==> src/rtl/decoded_inst_queue.sv <==
// Purpose: circular FIFO of decoded instructions (control word, PC, raw word) between decode and issue.
// Latency: 1 cycle enqueue-to-head; 0 cycles with BYPASS=1 while empty (input forwarded straight to head).
// Backpressure: in_ready drops when full or flushing; no push-through at full; out_valid held low during flush.
//
// Ports:
//   clk, rst (sync, active-high), flush (sync discard of all entries)
//   in_valid/in_ready + in_cw/in_pc/in_instr   : producer side
//   out_valid/out_ready + out_cw/out_pc/out_instr : consumer side (head entry)
//   count/full/empty : occupancy decodes of the registered count
module decoded_inst_queue #(
    parameter int DEPTH    = 4,
    parameter int CW_WIDTH = 32,
    parameter int XLEN     = 32,
    parameter int BYPASS   = 0
) (
    input  logic                       clk,
    input  logic                       rst,
    input  logic                       flush,
    input  logic                       in_valid,
    output logic                       in_ready,
    input  logic [CW_WIDTH-1:0]        in_cw,
    input  logic [XLEN-1:0]            in_pc,
    input  logic [XLEN-1:0]            in_instr,
    output logic                       out_valid,
    input  logic                       out_ready,
    output logic [CW_WIDTH-1:0]        out_cw,
    output logic [XLEN-1:0]            out_pc,
    output logic [XLEN-1:0]            out_instr,
    output logic [$clog2(DEPTH+1)-1:0] count,
    output logic                       full,
    output logic                       empty
);

    localparam int AW   = $clog2(DEPTH);
    localparam int CNTW = $clog2(DEPTH+1);

    typedef struct packed {
        logic [CW_WIDTH-1:0] cw;
        logic [XLEN-1:0]     pc;
        logic [XLEN-1:0]     instr;
    } entry_t;

    entry_t          mem [DEPTH];
    logic [AW-1:0]   wr_ptr;
    logic [AW-1:0]   rd_ptr;
    logic [CNTW-1:0] cnt_q;

    logic   push;
    logic   pop;
    logic   bypass_active;
    logic   wr_en;
    logic   rd_adv;
    entry_t in_entry;
    entry_t head_entry;

    // Occupancy flags come from the registered count only; flush does not
    // alter them until the following cycle.
    assign count = cnt_q;
    assign full  = (cnt_q == CNTW'(DEPTH));
    assign empty = (cnt_q == '0);

    assign bypass_active = (BYPASS != 0) && empty;

    assign in_ready = !full && !flush;

    always_comb begin
        out_valid = 1'b0;
        if (bypass_active) begin
            out_valid = in_valid && !flush;
        end else begin
            out_valid = !empty && !flush;
        end
    end

    assign in_entry = '{cw: in_cw, pc: in_pc, instr: in_instr};
    assign head_entry = bypass_active ? in_entry : mem[rd_ptr];

    assign out_cw    = head_entry.cw;
    assign out_pc    = head_entry.pc;
    assign out_instr = head_entry.instr;

    assign push = in_valid && in_ready;
    assign pop  = out_valid && out_ready;

    // A forwarded entry that is consumed in the same cycle never touches
    // storage; otherwise a forwarded-but-not-taken entry is written normally.
    assign wr_en  = push && !(bypass_active && pop);
    assign rd_adv = pop && !bypass_active;

    always_ff @(posedge clk) begin
        if (rst || flush) begin
            wr_ptr <= '0;
            rd_ptr <= '0;
            cnt_q  <= '0;
        end else begin
            if (wr_en) begin
                wr_ptr <= wr_ptr + AW'(1);
            end
            if (rd_adv) begin
                rd_ptr <= rd_ptr + AW'(1);
            end
            case ({wr_en, rd_adv})
                2'b10:   cnt_q <= cnt_q + CNTW'(1);
                2'b01:   cnt_q <= cnt_q - CNTW'(1);
                default: cnt_q <= cnt_q;
            endcase
        end
    end

    // Payload storage carries no reset; stale contents are never observed
    // because out_valid gates them.
    always_ff @(posedge clk) begin
        if (wr_en && !rst) begin
            mem[wr_ptr] <= in_entry;
        end
    end

endmodule

==> config.mk <==
export PLATFORM = sky130hd
export DESIGN_NAME = decoded_inst_queue
export DESIGN_NICKNAME = d
export VERILOG_FILES = /design/src/rtl/decoded_inst_queue.sv
export SDC_FILE = /design/constraint.sdc
export NUM_CORES = 1
export LEC_CHECK = 0
export ABC_AREA = 0
export BUFFER_PORTS_ARGS = -buffer_cell sky130_fd_sc_hd__buf_2
export CAP_MARGIN = 20
export CORE_MARGIN = 2
export CORE_UTILIZATION = 61
export CTS_CLUSTER_DIAMETER = 200
export DETAILED_ROUTE_END_ITERATION = 6
export GPL_TIMING_DRIVEN = 0
export PLACE_DENSITY = 0.84
export REMOVE_ABC_BUFFERS = 1
export SLEW_MARGIN = 20
export SYNTH_ARGS = -nofsm -noshare
export SYNTH_HDL_FRONTEND = slang
export SYNTH_SLANG_ARGS = --single-unit
==> constraint.sdc <==
create_clock -name clk -period 20 [get_ports clk]
set_clock_uncertainty 0.05 [all_clocks]
set_input_delay 2 -clock clk [delete_from_list [all_inputs] [get_ports clk]]
set_output_delay 2 -clock clk [all_outputs]
set_load 0.005 [all_outputs]
==> impl_metrics.py <==
metrics = {
    "cts": {
        "h-tree-depth": 2,
        "cts_resized": 0,
        "clock_latency_ns": 0.50,
        "cts_hold_buf": 0,
        "path_clk_slew_ns": 0.06,
        "clockBufferDepth": 3,
        "cts_tree": "built",
        "root_buffer": "clkbuf_16",
        "cts_setup_buffers": 0,
        "numClockSinks": 393,
        "cts_inserted_buffers": 39,
    },
    "routing": {
        "drc": 0,
        "avgViaCountPerCell": 5.74,
        "vias": 6779,
        "met3_length_um": 2120,
        "met2_length_um": 14000,
        "met1_length_um": 10100,
        "dr.pass1.iters": 5,
        "ant_nets": 0,
        "wl_um": 26700,
        "drtIter0Drc": 488,
        "post_drt_wl_per_cell_um": 22.6,
        "top_layer": "met5",
    },
    "timing": {
        "grt_setup_unrepaired": "no",
        "worst_pin_slew_ns": 0.861,
        "period_share_pct": 22.2,
        "fmax_mhz": 226,
        "tns_ns": 0,
        "fin_hold_ws_ns": 0.445,
        "min_period_ns": 4.43,
        "maxSlewHeadroom_pct": 42.4,
        "final-hold-violation-count": 0,
        "slew_viol_final": 0,
        "finalSetupViolations": 0,
    },
    "pwr": {
        "switchingPower_uw": 303,
        "p_comb_share_pct": 2.8,
        "clock_power_share_pct": 40.4,
        "p_leak_nw": 5.82,
        "switching_share_pct": 18.8,
        "seqPwrFrac_pct": 56.8,
        "p_per_area_mw_per_mm2": 92.8,
        "power.internal_mw": 1.31,
        "vdd_drop_max_v": 0.000120,
    },
    "place": {
        "dp_hpwl_um": 17900,
        "gp_congestion": 0.809,
        "port_buffers": 203,
    },
    "logic_synthesis": {
        "ys_ff_latch": 393,
        "synth.distinct_cells": 24,
        "synth_top_cell_by_area": "edfxtp_1",
        "ys_seq_area_share_pct": 81.5,
        "synthesis.area_mm2": 0.0144,
        "yosysTopAreaCellShare_pct": 80.3,
        "netlist_instances": 559,
        "syn_area_per_cell_um2": 25.7,
        "ys_warn_count": 0,
        "netlist_top_cells_area": "edfxtp_1 (80%), mux4_2 (15%), dfxtp_1 (1.3%), ha_1 (0.44%), buf_2 (0.42%)",
    },
    "layout": {
        "final_layout_size_suffix_gt1_share_pct": 47.2,
        "nNetsFinal": 938,
        "layout_commonest_cell": "edfxtp_1",
        "final_cell_mix": "edfxtp_1 (384), buf_2 (203), mux4_2 (96), clkbuf_16 (41), buf_6 (27)",
        "area_growth_syn_to_layout_pct": 20.7,
    },
    "outcome": {
        "status": "finished, final reports clean",
    },
    "worst_setup_path": {
        "crit_type": "reg -> out",
        "arrival_ns": 2.38,
        "cp-start-kind": "register",
        "worst_r2r_path_depth": 8,
        "path_buf_inv": 2,
        "cp-end-kind": "output pin",
        "cp.depth": 3,
        "cp.required_ns": 17.95,
        "cpPeakStageDelay_ns": 0.77,
        "worstPathCellList": "buf_16 > mux4_2 > buf_2",
        "crit_fanout": 36,
        "crit_family": "flip-flops",
        "cp_slowest_cell": "dfxtp_4",
    },
    "floorplan": {
        "dieArea_mm2": 0.0248,
        "start_util_pct": 61.7,
        "chipWidth_um": 157,
        "num_rows": 56,
        "pin_count": 204,
        "fp.coreArea_mm2": 0.0233,
        "dieHeight_um": 157,
    },
    "global_route": {
        "grt_usage_pct": 21.9,
        "grt_pass1_vias": 7267,
        "antenna_found_initial": 4,
        "grt_pass1_wl_um": 40400,
        "grt_overflow": 0,
        "grt_max_degree": 50,
    },
    "worst_hold_path": {
        "hold_depth": 2,
        "hold_class": "reg -> reg",
    },
    "flow_run": {
        "cap_violations": 0,
    },
}
-- registers in the layout, summed over array words and instances (netlist names), named ones only --
name	cells
rd_ptr	2
wr_ptr	2
mem	384
count	3
-- synth_stat cells, drive strengths merged --
| library cell | instances |
|---|---|
| edfxtp | 384 |
| mux4 | 96 |
| buf | 18 |
| dfxtp | 9 |
| inv | 6 |
| nor2 | 6 |
| clkbuf | 5 |
| ha | 5 |
| nand2 | 5 |
| nor3b | 5 |
| mux2i | 4 |
| a21oi | 3 |
| or3 | 3 |
| o21ai | 2 |
| xor2 | 2 |
| a311o | 1 |
| and3 | 1 |
| fa | 1 |
| nand3b | 1 |
| nor3 | 1 |
| or2 | 1 |
-- cell families after synthesis --
group	synth area share (%)
xor gates and xnor gates	0.122
AOI/OAI and AO/OA	0.244
adders and majority gates	0.575
DFF	81.5
and+or+nand+nor	0.854
muxes	15.3
buffers and inverters	1.34
-- metrics by stage --
| step | utilization, % | power [mW] | area (um2) | setup slack [ns] | cells |
|---|---|---|---|---|---|
| global route | 74.5 | 1.66 | 17300 | 15.42 | 1180 |
| global placement | 67.1 | 0.972 | 15600 | 5.15 | 1058 |
| finish | 74.5 | 1.61 | 17300 | 15.57 | 1182 |
| CTS | 74.5 | 1.62 | 17300 | 15.51 | 1179 |
| floorplan | - | 0.947 | 14200 | 9.79 | 536 |
| detailed placement | 69.6 | 0.975 | 16200 | 15.11 | 1109 |
-- power groups by stage --
| stage | clock network (mW) | logic [mW] | registers [mW] |
|---|---|---|---|
| floorplan | 0 | 0.0139 | 0.933 |
| global placement | 0 | 0.0378 | 0.934 |
| detailed placement | 0 | 0.0443 | 0.931 |
| CTS | 0.664 | 0.0448 | 0.914 |
| global route | 0.696 | 0.0485 | 0.914 |
| finish | 0.650 | 0.0445 | 0.914 |
-- path summary, 6_finish.rpt --
kind	startpoint	endpoint	slack, ns
max	register	out_instr[8]	15.57
min reg2reg	rd_ptr[1]$_SDFFE_PP0N_	register	0.45
min	rd_ptr[1]$_SDFFE_PP0N_	register	0.45
max reg2reg	count[0]$_SDFFE_PP0P_	mem[3][33]$_DFFE_PP_	16.77
-- worst reg2reg max path, delay by kind of cell, from the launching register on --
kind | cells | cell delay [ns]
AOI/OAI and AO/OA | 1 | 0.49
and+or+nand+nor | 1 | 0.78
buffers and inverters | 6 | 1.20
DFF | 1 | 0.40
-- metal layers --
metal  track usage (%)  up-vias
li1                  -     2948
met1              28.6     3524
met2              37.2      265
met3              6.31       40
met4              5.32        2
met5                 0        -
-- cell type report --
cell class | count | area, um2
inverters | 6 | 22.5
repair buffers | 254 | 1560
flip-flops and latches | 393 | 11700
clock inverters | 19 | 83.8
multi-input cells | 137 | 2480
fillers | 1298 | 5930
clock buffers | 51 | 1060
diodes | 3 | 7.51
well taps | 319 | 399
Note: power is estimated with default switching activity, not from simulation.
